$ cat config.mk
export PLATFORM = sky130hd
export DESIGN_NAME = registro_universal_param
export DESIGN_NICKNAME = d
export VERILOG_FILES = /design/src/rtl/registro_universal_param.sv
export SDC_FILE = /design/constraint.sdc
export NUM_CORES = 1
export LEC_CHECK = 0
export ABC_AREA = 1
export CORE_MARGIN = 10
export CORE_UTILIZATION = 48
export DETAILED_ROUTE_END_ITERATION = 10
export PLACE_DENSITY = 0.94
export SLEW_MARGIN = 20
export SYNTH_ARGS = -nofsm -noshare
export SYNTH_HDL_FRONTEND = slang
export SYNTH_SLANG_ARGS = --single-unit
$ cat constraint.sdc
create_clock -name CLK -period 2.1 [get_ports CLK]
set_input_delay 0.42 -clock CLK [delete_from_list [all_inputs] [get_ports CLK]]
set_output_delay 0.42 -clock CLK [all_outputs]
set_load 0.01 [all_outputs]
$ cat src/rtl/registro_universal_param.sv
// Universal shift register: shift left/right with serial fill, parallel load,
// and rotate, plus a full-cycle pulse after every WIDTH shift/rotate operations.
module registro_universal_param #(
  parameter int unsigned WIDTH = 8
) (
  input  logic             CLK,
  input  logic             RESET_L,
  input  logic             ENB,
  input  logic [1:0]       MODO,
  input  logic             DIR,
  input  logic             S_IN,
  input  logic [WIDTH-1:0] D,
  output logic [WIDTH-1:0] Q,
  output logic             S_OUT,
  output logic             RCO
);

  localparam int unsigned CW = $clog2(WIDTH) + 1;

  localparam logic [1:0] MODO_SHL  = 2'b00;
  localparam logic [1:0] MODO_SHR  = 2'b01;
  localparam logic [1:0] MODO_LOAD = 2'b10;
  localparam logic [1:0] MODO_ROT  = 2'b11;

  localparam logic [CW-1:0] CNT_LAST = CW'(WIDTH - 1);

  logic [CW-1:0]    cnt;
  logic [CW-1:0]    cnt_nxt;
  logic [WIDTH-1:0] q_nxt;
  logic             s_out_nxt;
  logic             rco_nxt;
  logic             step_c;

  // Next-state logic; a disabled edge holds everything except RCO, which drops.
  always_comb begin
    q_nxt     = Q;
    s_out_nxt = S_OUT;
    cnt_nxt   = cnt;
    rco_nxt   = 1'b0;
    step_c    = 1'b0;
    if (ENB) begin
      unique case (MODO)
        MODO_SHL: begin
          q_nxt     = {Q[WIDTH-2:0], S_IN};
          s_out_nxt = Q[WIDTH-1];
          step_c    = 1'b1;
        end
        MODO_SHR: begin
          q_nxt     = {S_IN, Q[WIDTH-1:1]};
          s_out_nxt = Q[0];
          step_c    = 1'b1;
        end
        MODO_LOAD: begin
          q_nxt     = D;
          s_out_nxt = 1'b0;
          cnt_nxt   = '0;
        end
        MODO_ROT: begin
          if (DIR) begin
            q_nxt     = {Q[0], Q[WIDTH-1:1]};
            s_out_nxt = Q[0];
          end else begin
            q_nxt     = {Q[WIDTH-2:0], Q[WIDTH-1]};
            s_out_nxt = Q[WIDTH-1];
          end
          step_c = 1'b1;
        end
        default: begin
          q_nxt = Q;
        end
      endcase
      // Shifts and rotates of either direction share one operation count.
      if (step_c) begin
        if (cnt == CNT_LAST) begin
          cnt_nxt = '0;
          rco_nxt = 1'b1;
        end else begin
          cnt_nxt = cnt + CW'(1);
        end
      end
    end
  end

  always_ff @(posedge CLK) begin
    if (!RESET_L) begin
      Q     <= '0;
      S_OUT <= 1'b0;
      RCO   <= 1'b0;
      cnt   <= '0;
    end else begin
      Q     <= q_nxt;
      S_OUT <= s_out_nxt;
      RCO   <= rco_nxt;
      cnt   <= cnt_nxt;
    end
  end

endmodule

==> results of run 1 <==
[registers in the layout, summed over array words and instances, names as in the netlist]
name,cells
RCO,1
Q,8
cnt,4
S_OUT,1
[path summary, 6_finish.rpt]
| path | startpoint | slack, ps | end |
|---|---|---|---|
| min | Q[0] | 520 | Q[0] |
| max | MODO[1] | 400 | Q[4] |
| min reg2reg | Q[0] | 520 | Q[0] |
| max reg2reg | cnt[0] | 1020 | cnt[3] |
[worst max-delay path: cells and delay by family]
| family | cells | cell delay [ps] |
|---|---|---|
| AND/OR/NAND/NOR | 5 | 630 |
| buffers and inverters | 3 | 820 |
[cells in the final DEF (no fill, tap or decap)]
master / instances
buf_4: 4
clkdlybuf4s50_1: 24
nand4_1: 1
ha_1: 1
clkbuf_4: 3
nand2_1: 30
nand3_1: 20
a21oi_1: 12
nor3_1: 1
nor2_1: 25
inv_1: 11
dfxtp_1: 14
o21ai_0: 10
clkbuf_8: 1
nor4_1: 1
[power by group through the flow]
stage | registers (mW) | clock network (mW) | logic (mW)
after global placement | 0.301 | 0 | 0.140
after detailed placement | 0.302 | 0 | 0.144
after global routing | 0.298 | 0.211 | 0.164
after floorplan | 0.305 | 0 | 0.0661
after CTS | 0.296 | 0.201 | 0.146
final | 0.296 | 0.195 | 0.146
[metal layers]
metal | wire, um | GRT usage [%]
met2 | 1211 | 23.68
met4 | 23 | 5.956
met1 | 958 | 15.48
met3 | 159 | 3.132
met5 | 0 | 0
[kinds of logic after synthesis]
group / count (synthesis)
fa+ha+maj: 1
buf+inv: 14
flops: 14
compound gates: 22
simple gates: 78
[final cells by class]
class | instances | share of cell area, %
Timing Repair Buffer | 28 | 24.69
Multi-Input combinational cell | 101 | 40.80
Inverter | 11 | 3.771
Tap cell | 16 | 1.829
Sequential cell | 14 | 25.60
Clock buffer | 4 | 3.314
[through the flow]
stage | std cells | utilization, %
after floorplan | 129 | -
after global placement | 170 | 69.46
after detailed placement | 170 | 69.46
after CTS | 174 | 71.84
after global routing | 174 | 71.84
final | 174 | 71.84
==> results.md, run 1 <==
* Slowest-stage cell, CP: clkdlybuf4s50_1
* Seq pwr share at between 40% and 50%
* Post-Syn Instances at 129
* X dimension of the die at between 60 and 70 um
* Power, Total at 0.6372 mW
* Cts hold-fix bufs at 0
* Area contributors post-synth: dfxtp_1 36%, nand2_1 14%, nand3_1 13%, nor2_1 12%, a21oi_1 7.7%
* Dominant synthesized flop cell: dfxtp_1
* IR drop worst, VDD at between 0.4 and 0.5 mV
* Kind of critical path: in2reg
* Synth Area in Simple Gates at 41.31%
* Vias in the first global route at around 870
* Max FO, Critical Path at 8
* Die height at approximately 60 um
* Post-synthesis mux area share at 0%
* Int Power at 0.4599 mW
* Post-synth top cells: 30 x nand2_1, 25 x nor2_1, 20 x nand3_1
* Clock sinks at 14
* Reg clk slew, reported paths at around 90 ps
* Layout fillers at 141
* Switch share at 27.83%
* Register Area at between 200 and 300 um^2
* Maximum clock rate at 589.0 MHz
* Share of cells above drive strength 1 at approximately 5%
* Fin area at 1095 um^2
* Portion of total power attributed to combinational logic at 23.0%
* Setup TNS at 0 ps
* # diodes at 0
* Die area at approximately 3700 um^2
* DRT iter0 DRCs at 30
* Clock tree buffer depth at 2
* Xor and xnor area share after synthesis at 0%
* CTS tree: built
* Worst reg2reg path depth at 6
* Final setup skew at 3.469 ps
* Adder-Cell Fraction of Synth Area at roughly 1.6%
* Drt first pass iters at 4
* Compound-Gate Fraction of Synth Area at between 10% and 20%
* Post-Syn Nets at between 100 and 150
* Yosys top cell area share at 35.73%
* Leakage at 0.4751 nW
* Via/cell ratio at about 5.4
* Post-CTS Resized at 0
* Mapped cell area at 784.5 um^2
* Synth warn at 0
* Top Ports at 25
* Post-synth ARST share at 0%
* Largest area contributor in the netlist: dfxtp_1
* Sequential-to-total area share from yosys stat at a little over a third
* Max Cap Viol at 0
* Min Hold Slack at 524.4 ps
* Status: finished clean
* Hold Path Stages at 2
* Most used cell, CP: nor2_1
* Total GRT Usage at between 10% and 20%
* Placed cell areas at 1059 um^2
* CTS H-Tree Depth at 1
* Routed len/inst at 13.52 um
* Worst slew pin tran at between 200 and 300 ps
* Initial Utilization at between 50 and 60%
* Final ANT Viol Nets at 0
* First-pass GRT wire length at approximately 3900 um
* Core ar. at ~1500 um^2
* Wirelength, routed at about 2400 um
* Avg Cell Area, Syn at just over 6 um^2
* Tmin final at between 1500 and 2000 ps
* Number of flops mapped to enable cells by yosys at 0
* Slew headroom at about 82%
* Endpoints failing setup at 0
* Worst hold path class: reg2reg
* Distinct cells, synth at 14
* Worst setup SP type: input port
* Worst setup EP type: register
* Post-CTS setup repair buffer count at 0
* Largest family of logic cells by synthesized area: simple AND/OR/NAND/NOR gates
* Min setup slack post-route at 402.3 ps
* Root buffer cell: clkbuf_4
* DP Worst Slack at 151.6 ps
* CTS Buf Count at 3
* Final Cycle Share at just over 80%
* Final Wtd Congestion at roughly 0.9
* Clock Power Share at 30.6%
* Multi-input logic area at 446.7 um^2
* Worst EP required at approximately 2300 ps
* Worst Path Arrival at between 1500 and 2000 ps
* Worst stage delay on the critical path at roughly 550 ps
* DR vias at approximately 940
* RSZ-0062 raised after global routing: no
* Antenna violations before repair at 0
* Row count at 14
* Power Density at around 580 nW/um^2
* Skew-Pair Late Insertion Delay at 280 ps
* Final hold violation count at 0
* Post-DP HPWL at ~1800 um
* Largest net degree at the start of global routing at 19
* Layout area overhead at 39.55%
* Flops & latches, synth at 14
* GR Overflow Total at 0
* CP Cell Sequence: clkdlybuf4s50_1 -> inv_1 -> nor2_1 -> inv_1 -> nand3_1 -> nand2_1 -> nor2_1 -> nor2_1
* P_sw at roughly 0.18 mW
* Most numerous cell in the Yosys netlist: nand2_1
* Final nets at approximately 180
* Port bufs at 24
* Pins Over Slew Limit at 0
* DRC Markers at 0
Power figures use the tool's default switching activity.
==> run 2: changes to the inputs <==
--- a/config.mk
+++ b/config.mk
@@ -7,9 +7,9 @@
 export LEC_CHECK = 0
 export ABC_AREA = 1
 export CORE_MARGIN = 10
-export CORE_UTILIZATION = 48
+export CORE_UTILIZATION = 40
 export DETAILED_ROUTE_END_ITERATION = 10
-export PLACE_DENSITY = 0.94
+export PLACE_DENSITY = 0.84
 export SLEW_MARGIN = 20
 export SYNTH_ARGS = -nofsm -noshare
 export SYNTH_HDL_FRONTEND = slang
==> constraint.sdc (replaced) <==
create_clock -name CLK -period 1.5 [get_ports CLK]
set_input_delay 0.3 -clock CLK [delete_from_list [all_inputs] [get_ports CLK]]
set_output_delay 0.3 -clock CLK [all_outputs]
set_load 0.01 [all_outputs]
==> results.md, run 2 (synthesis results as in run 1) <==
* Vias in the first global route at 879 (+0.69%)
* Worst Setup SP: S_OUT
* Max reg flops at 8 (unchanged)
* Worst hold path class: reg2reg
* CTS tree: built
* DRC Markers at 0 (unchanged)
* Post-route insts no fill at 188 (+8.0%)
* Die height at 64.29 um (+6.4%)
* Biggest register: Q
* Via/cell ratio at 5.059 (-6.2%)
* CTS H-Tree Depth at 1 (unchanged)
* Row count at 15 (+1)
* Min Hold Slack at 511.5 ps (-12.91 ps)
* Initial Utilization at 43.54% (-7.9 points)
* Endpoints failing setup at 0 (unchanged)
* Share of cells above drive strength 1 at 9.202% (+4.1 points)
* IR drop worst, VDD at 0.6574 mV (+50%)
* Worst slew pin tran at 266.0 ps (-9.411 ps)
* X dimension of the die at 64.29 um (+6.4%)
* Post-DP HPWL at 1822 um (+1.5%)
* Max Cap Viol at 0 (unchanged)
* Wirelength, routed at 2361 um (+0.38%)
* RR Startpoint: cnt[1]
* Int Power at 0.6425 mW (+40%)
* Worst setup EP type: primary output
* Dpl cells at 184 (+8.2%)
* Root buffer cell: clkbuf_4
* Routed len/inst at 12.56 um (-7.1%)
* Worst Path Arrival at 1160 ps (-720 ps)
* Commonest non-fill, non-tap cell in the layout: nand2_1
* Clock tree buffer depth at 2 (unchanged)
* P_sw at 0.2550 mW (+44%)
* RSZ-0062 raised after global routing: no
* R2r setup slk at 420 ps (-600 ps)
* Core ar. at 1802 um^2 (+18%)
* Worst EP required at 1200 ps (-1080 ps)
* Drt first pass iters at 4 (unchanged)
* Critical path depth at 1 (-7)
* Slew headroom at 82.10% (+0.51 points)
* CTS Buf Count at 3 (unchanged)
* Kind of critical path: reg2out
* DR vias at 951 (+1.4%)
* Top delay family on crit path: buffers and inverters
* Switch share at 28.41% (+0.58 points)
* Clock sinks at 14 (unchanged)
* Portion of total power attributed to combinational logic at 22.5% (-0.5 points)
* # diodes at 0 (unchanged)
* Die area at 4133 um^2 (+13%)
* Final hold violation count at 0 (unchanged)
* Worst stage delay on the critical path at 540 ps (about the same)
* Pins Over Slew Limit at 0 (unchanged)
* First-pass GRT wire length at 4077 um (+4.6%)
* Port bufs at 24 (unchanged)
* Power Density at 789.9 nW/um^2 (+36%)
* Antenna violations before repair at 0 (unchanged)
* Most frequent cells in the layout: 30 x nand2_1, 25 x nor2_1, 20 x nand3_1
* Worst reg2reg path depth at 6 (unchanged)
* Status: finished clean
* Final setup skew at 5.449 ps (+1.979 ps)
* Leakage at 0.5285 nW (+11%)
* Largest regs: Q (8), cnt (4)
* Final nets at 180 (+2.9%)
* Seq pwr share at 46.4% (about the same)
* Slowest-stage cell, CP: clkdlybuf4s50_1
* Final Cycle Share at 97.06%
* Total GRT Usage at 11.89% (-1.7 points)
* DRT iter0 DRCs at 37 (+23%)
* Post-CTS Resized at 10 (+10)
* Layout area overhead at 44.82%
* CP Cell Sequence: clkdlybuf4s50_1
* Post-CTS setup repair buffer count at 0 (unchanged)
* Top Ports at 25 (unchanged)
* Crit Reg-Reg Endpoint: cnt[3]
* Worst setup SP type: register
* Critical Path Sink: S_OUT
* GR Overflow Total at 0 (unchanged)
* Skew-Pair Late Insertion Delay at 290 ps (about the same)
* Largest net degree at the start of global routing at 19 (unchanged)
* Tmin final at between 1000 and 1500 ps
* Reg clk slew, reported paths at 90 ps (about the same)
* Clock Power Share at 31.2% (+0.6 points)
* WP buf/inv at 1 (-2)
* Maximum clock rate at around 690 MHz
* Cts hold-fix bufs at 0 (unchanged)
* Final Wtd Congestion at 0.8918 (-0.78%)
* Final ANT Viol Nets at 0 (unchanged)
* Max FO, Critical Path at 2 (-6)
-- run 2: worst min path at each step --
| stage | from | end | slack [ps] | cells after the start |
|---|---|---|---|---|
| 5_1_grt | Q[0] | Q[0] | 530 | 2 |
| 4_1_cts | Q[0] | Q[0] | 510 | 2 |
| 2_1_floorplan | RESET_L | cnt[0] | 440 | 2 |
| 3_3_place_gp | cnt[1] | cnt[1] | 490 | 2 |
| 6_report | Q[0] | Q[0] | 510 | 2 |
| 3_5_place_dp | cnt[1] | cnt[1] | 500 | 2 |
-- run 2: area by class of cell --
class | instances | area, um^2
tap | 25 | 31.28
timing repair buffer | 33 | 297.8
inverter | 11 | 41.29
sequential | 14 | 282.8
fill | 175 | 665.6
clock buffer | 4 | 36.28
multi-input combinational | 101 | 446.7
-- run 2: per-layer routing --
metal | wire length, um | up-vias | global-route usage (%)
li1 | - | 490 | -
met1 | 1030 | 430 | 13.43
met2 | 1129 | 29 | 20.32
met3 | 173 | 2 | 4.355
met4 | 27 | 0 | 3.476
met5 | 0 | - | 0
-- run 2: through the flow --
stage / util (%) / power, mW / setup slack (ps) / area (um^2) / TNS (ps)
global placement: 61.46 / 0.6310 / -62.15 / 1107 / -311.9
CTS: 63.06 / 0.9007 / 33.09 / 1136 / 0
global route: 63.06 / 0.9552 / 2.641 / 1136 / 0
floorplan: - / 0.5189 / 410.9 / 784.5 / 0
finish: 63.06 / 0.8974 / 44.12 / 1136 / 0
detailed placement: 61.46 / 0.6349 / -101.8 / 1107 / -717.9
-- run 2: power by group through the flow --
stage / clock, mW / combinational [mW] / sequential (mW)
finish: 0.280 / 0.202 / 0.416
floorplan: 0 / 0.0926 / 0.426
CTS: 0.283 / 0.202 / 0.416
global placement: 0 / 0.207 / 0.424
global route: 0.310 / 0.225 / 0.420
detailed placement: 0 / 0.211 / 0.424
